==> config.mk <==
export PLATFORM = sky130hd
export DESIGN_NAME = vga_gray_tx
export DESIGN_NICKNAME = d
export VERILOG_FILES = /design/src/rtl/vga_pkg.sv /design/src/rtl/vga_sync_counter.sv /design/src/rtl/vga_gray_tx.sv
export SDC_FILE = /design/constraint.sdc
export NUM_CORES = 1
export LEC_CHECK = 0
export ABC_AREA = 0
export BUFFER_PORTS_ARGS = -buffer_cell sky130_fd_sc_hd__buf_2
export CORE_ASPECT_RATIO = 1.1
export CORE_MARGIN = 2
export CORE_UTILIZATION = 50
export CTS_BUF_LIST = sky130_fd_sc_hd__clkbuf_8
export CTS_CLUSTER_SIZE = 10
export DETAILED_ROUTE_END_ITERATION = 8
export GPL_ROUTABILITY_DRIVEN = 0
export GPL_TIMING_DRIVEN = 0
export PLACE_DENSITY = 0.78
export SYNTH_ARGS = -nofsm -noshare
export SYNTH_HDL_FRONTEND = slang
export SYNTH_SLANG_ARGS = --single-unit
==> constraint.sdc <==
create_clock -name clk -period 1.7 [get_ports clk]
set_clock_uncertainty 0.2 [all_clocks]
set_input_delay 0.34 -clock clk [delete_from_list [all_inputs] [get_ports clk]]
set_output_delay 0.34 -clock clk [all_outputs]
set_load 0.005 [all_outputs]
==> src/rtl/vga_pkg.sv <==
// SVGA 800x600 timing constants shared by the Sobel receiver and the grayscale transmitter.
// Latency: n/a (constants, types and a width helper only).
// Backpressure: n/a.
package vga_pkg;

    // Horizontal timing in pixel clocks, listed in scan order: sync, back porch, active, front porch.
    localparam int SVGA_H_SYNC   = 128;
    localparam int SVGA_H_BP     = 88;
    localparam int SVGA_H_ACTIVE = 800;
    localparam int SVGA_H_FP     = 40;
    localparam int SVGA_H_TOTAL  = SVGA_H_SYNC + SVGA_H_BP + SVGA_H_ACTIVE + SVGA_H_FP;

    // Vertical timing in lines, same region order as horizontal.
    localparam int SVGA_V_SYNC   = 4;
    localparam int SVGA_V_BP     = 23;
    localparam int SVGA_V_ACTIVE = 600;
    localparam int SVGA_V_FP     = 1;
    localparam int SVGA_V_TOTAL  = SVGA_V_SYNC + SVGA_V_BP + SVGA_V_ACTIVE + SVGA_V_FP;

    // First counter value of the active region on each axis.
    localparam int SVGA_H_ACT_START = SVGA_H_SYNC + SVGA_H_BP;
    localparam int SVGA_V_ACT_START = SVGA_V_SYNC + SVGA_V_BP;

    // Default image geometry and pixel width of the grayscale stream.
    localparam int DEF_IMG_COLS  = 512;
    localparam int DEF_IMG_ROWS  = 512;
    localparam int DEF_BIT_DEPTH = 8;

    // Per-cycle region decode produced by the sync counter.
    typedef struct packed {
        logic hs_n;         // low during horizontal sync
        logic vs_n;         // low during vertical sync lines
        logic active;       // inside the visible area on both axes
        logic frame_first;  // counters sit at (0,0)
    } sync_flags_t;

    // Counter width able to hold 0..total-1; never narrower than one bit.
    function automatic int cnt_width(input int total);
        return (total <= 2) ? 1 : $clog2(total);
    endfunction

endpackage

==> src/rtl/vga_sync_counter.sv <==
// Free-running h/v raster counters with region decode (sync, active, active-relative x/y).
// Latency: decode is combinational from the counter registers; counters advance every clock.
// Backpressure: none, timing is absolute and never stalls.
//
// Ports: clk, reset (sync, active-high) | ax/ay: position relative to active-area origin,
//        only meaningful while flags.active | flags: hs_n, vs_n, active, frame_first.
module vga_sync_counter
    import vga_pkg::*;
#(
    parameter int H_ACTIVE = SVGA_H_ACTIVE,
    parameter int H_FP     = SVGA_H_FP,
    parameter int H_SYNC   = SVGA_H_SYNC,
    parameter int H_BP     = SVGA_H_BP,
    parameter int V_ACTIVE = SVGA_V_ACTIVE,
    parameter int V_FP     = SVGA_V_FP,
    parameter int V_SYNC   = SVGA_V_SYNC,
    parameter int V_BP     = SVGA_V_BP,
    localparam int H_TOTAL = H_SYNC + H_BP + H_ACTIVE + H_FP,
    localparam int V_TOTAL = V_SYNC + V_BP + V_ACTIVE + V_FP,
    localparam int HW      = cnt_width(H_TOTAL),
    localparam int VW      = cnt_width(V_TOTAL)
) (
    input  logic          clk,
    input  logic          reset,
    output logic [HW-1:0] ax,
    output logic [VW-1:0] ay,
    output sync_flags_t   flags
);

    // All region boundaries pre-sized to counter width so every compare is same-width unsigned.
    localparam logic [HW-1:0] H_LAST     = HW'(H_TOTAL - 1);
    localparam logic [HW-1:0] H_SYNC_END = HW'(H_SYNC);
    localparam logic [HW-1:0] H_ACT_BEG  = HW'(H_SYNC + H_BP);
    localparam logic [HW-1:0] H_ACT_LAST = HW'(H_SYNC + H_BP + H_ACTIVE - 1);

    localparam logic [VW-1:0] V_LAST     = VW'(V_TOTAL - 1);
    localparam logic [VW-1:0] V_SYNC_END = VW'(V_SYNC);
    localparam logic [VW-1:0] V_ACT_BEG  = VW'(V_SYNC + V_BP);
    localparam logic [VW-1:0] V_ACT_LAST = VW'(V_SYNC + V_BP + V_ACTIVE - 1);

    logic [HW-1:0] h_cnt;
    logic [VW-1:0] v_cnt;
    logic          h_wrap;
    logic          v_wrap;
    logic          h_in_act;
    logic          v_in_act;

    assign h_wrap = (h_cnt == H_LAST);
    assign v_wrap = (v_cnt == V_LAST);

    // v_cnt only moves on the h wrap, so the end-of-frame case returns both to zero together.
    always_ff @(posedge clk) begin
        if (reset) begin
            h_cnt <= '0;
            v_cnt <= '0;
        end else if (h_wrap) begin
            h_cnt <= '0;
            v_cnt <= v_wrap ? '0 : v_cnt + 1'b1;
        end else begin
            h_cnt <= h_cnt + 1'b1;
        end
    end

    // Inclusive last-index bounds avoid overflow when a front porch of zero puts the
    // active end exactly at the counter's range limit.
    assign h_in_act = (h_cnt >= H_ACT_BEG) && (h_cnt <= H_ACT_LAST);
    assign v_in_act = (v_cnt >= V_ACT_BEG) && (v_cnt <= V_ACT_LAST);

    // Wraps outside the active region; consumers must qualify with flags.active.
    assign ax = h_cnt - H_ACT_BEG;
    assign ay = v_cnt - V_ACT_BEG;

    always_comb begin
        flags             = '0;
        flags.hs_n        = !(h_cnt < H_SYNC_END);
        flags.vs_n        = !(v_cnt < V_SYNC_END);
        flags.active      = h_in_act && v_in_act;
        flags.frame_first = (h_cnt == '0) && (v_cnt == '0);
    end

endmodule

==> src/rtl/vga_gray_tx.sv <==
// SVGA grayscale transmitter: raster timing plus an IMG_COLS x IMG_ROWS image in the top-left.
// Latency: all video outputs registered, one cycle after the counter state they describe.
// Backpressure: pulls pixels with in_valid/in_ready; raster never stalls, a missing pixel
//               is sent as black and latches the sticky underrun flag.
//
// Ports: clk, reset (sync, active-high) | in_pixel/in_valid/in_ready: upstream pixel stream,
//        in_ready combinational | HS, VS: active-low syncs | R, G, B: identical gray level |
//        de: visible area | frame_start: pulse on first cycle of frame | underrun: sticky.
module vga_gray_tx
    import vga_pkg::*;
#(
    parameter int H_ACTIVE  = SVGA_H_ACTIVE,
    parameter int H_FP      = SVGA_H_FP,
    parameter int H_SYNC    = SVGA_H_SYNC,
    parameter int H_BP      = SVGA_H_BP,
    parameter int V_ACTIVE  = SVGA_V_ACTIVE,
    parameter int V_FP      = SVGA_V_FP,
    parameter int V_SYNC    = SVGA_V_SYNC,
    parameter int V_BP      = SVGA_V_BP,
    parameter int IMG_COLS  = DEF_IMG_COLS,   // must not exceed H_ACTIVE
    parameter int IMG_ROWS  = DEF_IMG_ROWS,   // must not exceed V_ACTIVE
    parameter int BIT_DEPTH = DEF_BIT_DEPTH
) (
    input  logic                 clk,
    input  logic                 reset,
    input  logic [BIT_DEPTH-1:0] in_pixel,
    input  logic                 in_valid,
    output logic                 in_ready,
    output logic                 HS,
    output logic                 VS,
    output logic [BIT_DEPTH-1:0] R,
    output logic [BIT_DEPTH-1:0] G,
    output logic [BIT_DEPTH-1:0] B,
    output logic                 de,
    output logic                 frame_start,
    output logic                 underrun
);

    localparam int H_TOTAL = H_SYNC + H_BP + H_ACTIVE + H_FP;
    localparam int V_TOTAL = V_SYNC + V_BP + V_ACTIVE + V_FP;
    localparam int HW      = cnt_width(H_TOTAL);
    localparam int VW      = cnt_width(V_TOTAL);

    localparam logic [HW-1:0] COLS_W = HW'(IMG_COLS);
    localparam logic [VW-1:0] ROWS_W = VW'(IMG_ROWS);

    logic [HW-1:0]        ax;
    logic [VW-1:0]        ay;
    sync_flags_t          flags;
    logic                 in_window;
    logic                 xfer;
    logic                 starve;
    logic [BIT_DEPTH-1:0] pix;

    vga_sync_counter #(
        .H_ACTIVE (H_ACTIVE),
        .H_FP     (H_FP),
        .H_SYNC   (H_SYNC),
        .H_BP     (H_BP),
        .V_ACTIVE (V_ACTIVE),
        .V_FP     (V_FP),
        .V_SYNC   (V_SYNC),
        .V_BP     (V_BP)
    ) u_sync (
        .clk   (clk),
        .reset (reset),
        .ax    (ax),
        .ay    (ay),
        .flags (flags)
    );

    // ax/ay are only trusted once flags.active confirms we are inside the visible area.
    assign in_window = flags.active && (ax < COLS_W) && (ay < ROWS_W);

    // Ready is masked by reset so nothing is consumed while the raster is being restarted.
    assign in_ready = in_window && !reset;
    assign xfer     = in_ready && in_valid;
    assign starve   = in_ready && !in_valid;

    always_ff @(posedge clk) begin
        if (reset) begin
            HS          <= 1'b1;
            VS          <= 1'b1;
            de          <= 1'b0;
            frame_start <= 1'b0;
            pix         <= '0;
            underrun    <= 1'b0;
        end else begin
            HS          <= flags.hs_n;
            VS          <= flags.vs_n;
            de          <= flags.active;
            frame_start <= flags.frame_first;
            // Porches, sync, area outside the image and starved slots all go out black.
            pix         <= xfer ? in_pixel : '0;
            underrun    <= underrun | starve;
        end
    end

    assign R = pix;
    assign G = pix;
    assign B = pix;

endmodule

==> out/qor.yml <==
outcome: "complete, but fails checks"
violations: "setup timing"
clkTransAtPathRegs_ns: 0.08
timing.setup.tns_ns: -10.36
yosysMostFrequentCell: "dfxtp_1"
htreeDepth: 2
power_mw: 1.55
coreArea_sq_um: 3330
synth_top_area_frac: 0.391
grt_pass1_vias: 1623
yosys_warnings: 0
grt_pass1_wl_um: 7360
layout_setup_ws_ns: -0.539
rr_worst_depth: 12
antenna_left: 0
root_buffer: "clkbuf_8"
crit_chain: "ha_4 -> and4b_1 -> o2111ai_2 -> nand4b_1 -> buf_6 -> nor2_4 -> buf_2"
tightest_slew_ns: 0.636
drive_gt1_frac: 0.506
synth_edf_count: 0
initial_core_util: 0.522
startpoint: "u_sync.h_cnt[1]"
clock_latency_ns: 0.29
antenna_found_initial: 0
power.leakage_nw: 1.14
hpwl_um: 2540
timing.rr.end: "u_sync.v_cnt[0]"
async_flop_share: 0
track_usage: 0.252
ir_drop_mv: 0.494
rsz0062_at_grt: "yes"
max_stage_delay_ns: 0.37
cts_buffers: 5
slew_headroom: 0.575
drv_cap: 0
synthesis.nets: 219
die_w_um: 60.2
p_per_area_nw_per_um2: 598
drtIter0Drc: 94
clockBufferDepth: 2
slowest_stage: "dfxtp_4"
drc: 0
cp.required_ns: 1.16
cts_tree: "done"
routed_wl_um: 5480
synth_top_area_cell: "dfxtp_1"
timing.fmax_mhz: 447
num_io_pins: 41
hold_viol: 0
vias: 1753
crit_buf_inv: 2
worstSetupPathType: "reg2out"
crit_path_end_kind: "primary output"
cp.depth: 7
postSynthCellCount: 204
cts_sinks: 34
overflow: 0
synth-main-ff-cell: "dfxtp_1"
die_y_um: 65.9
dpl_worst_slack_ns: -0.334
worstPathArrival_ns: 1.70
synth_seq_cells: 34
port_buffers: 40
worstSetupEndpoint: "in_ready"
syn_to_final_growth_pct: 49.1
r2r_start: "u_sync.h_cnt[1]"
crit_family: "simple AND/OR/NAND/NOR gates"
min_period_ns: 2.24
syn_area_per_cell_sq_um: 8.53
ys_seq_area_frac: 0.391
via_per_inst: 5.50
nets: 285
wl_per_cell_um: 17.2
hp-class: "in2reg"
dr.pass1.iters: 4
dieArea_sq_um: 3970
yosysUniqueCellTypes: 37
cp_max_fo: 3
maxSlewViolCount: 0
setup_viol: 31
holdWs_ns: 0.0733
rrSetupSlack_ns: -0.46
synthTopCellsByArea: "dfxtp_1 39%, buf_4 7.3%, nor2_1 4.3%, nor4_1 4.3%, inv_1 3.9%"
finalCritPeriodShare: 1.32
rows: 22
syn_area_sq_um: 1740
synth_common_cells: "34 x dfxtp_1, 20 x nor2_1, 18 x inv_1"
grt_max_degree: 11
antennaDiodeCount: 0
cp-start-kind: "flip-flop"
nFillCells: 179
[per-layer routing]
layer  vias to the layer above  share of wire  global-route usage
met5                         -              0                   0
met4                         0          0.051               0.119
met3                        26          0.054              0.0548
met2                        71           0.49               0.436
met1                       831           0.40               0.286
li1                        825              -                   -
[cells by family after synthesis]
group	synth area share
compound gates	0.106
xor+xnor	0.0604
fa+ha+maj	0.0288
buf+inv	0.139
flops	0.391
simple gates	0.274
[stage by stage]
step | util | area [sq um] | instances
4_1_cts | 0.738 | 2460 | 318
5_1_grt | 0.778 | 2590 | 319
3_5_place_dp | 0.615 | 2050 | 292
2_1_floorplan | - | 1790 | 204
6_report | 0.778 | 2590 | 319
3_3_place_gp | 0.615 | 2050 | 292
[sequential cells by signal, indices dropped and copies added (netlist names)]
name / cells
VS: 1
HS: 1
u_sync.h_cnt: 11
B: 8
frame_start: 1
de: 1
u_sync.v_cnt: 10
underrun: 1
[worst reg2reg max path, stage by stage, from the launching register on]
cell	delay (ns)
dfxtp_4	0.36
ha_4	0.15
buf_4	0.13
buf_6	0.11
buf_6	0.10
buf_6	0.10
and4_1	0.19
buf_6	0.14
buf_4	0.13
buf_6	0.10
and3_4	0.18
nand3_4	0.06
a21oi_2	0.07
[power breakdown]
part	internal [mW]	switching (mW)
clock	0.321	0.300
combinational	0.0487	0.0635
sequential	0.807	0.0104
total	1.18	0.374
[cell type report]
type	count	area (sq um)	area share
Tap cell	48	60.1	0.0232
Clock buffer	6	82.6	0.0319
Multi-Input combinational cell	125	1100	0.424
Buffer	25	181	0.0700
Clock inverter	2	8.76	0.00338
Inverter	18	67.6	0.0261
Sequential cell	34	691	0.266
Timing Repair Buffer	61	403	0.155
[cell usage in the layout, fill, tap and decap left out, types with 2 or more instances in the layout]
cell      instances
dfxtp_2           2
nor4_4            8
inv_1            18
xor2_1            7
dfxtp_4           2
and3_1            4
a21oi_2           3
dfxtp_1          30
clkbuf_8          6
o31ai_1           2
nor2_4            2
nand3_2           3
nand3_1           6
nor2_2            5
nand4_4           2
nand4_1           4
buf_4            28
a21oi_1           6
nand3_4           2
o21ai_0           3
nand2b_1          2
buf_6            12
a211o_1           2
nand2_1          10
o211ai_1          2
nor4_1            3
ha_1              2
xnor2_1           5
nor2_1           13
or4_1             2
or3_1             3
buf_2            43
nor3_1            2
o21ai_1           2
[repair_timing]
item,4_1_cts,5_1_grt
gates cloned,1,0
hold buffers,0,0
setup endpoints to repair,26,31
pin swaps,20,17
endpoints found under the hold margin,0,0
resized for setup,40,30
setup buffers,21,4
[worst min-delay path by stage]
stage / depth (start not counted) / slack (ns) / endpoint / from
3_5_place_dp: 2 / 0.26 / underrun / underrun
3_3_place_gp: 2 / 0.25 / underrun / underrun
4_1_cts: 2 / 0.06 / underrun / in_valid
6_report: 2 / 0.07 / underrun / in_valid
2_1_floorplan: 1 / 0.24 / u_sync.h_cnt[0] / u_sync.h_cnt[0]
5_1_grt: 2 / 0.08 / underrun / in_valid
(Power assumes the default switching activity.)
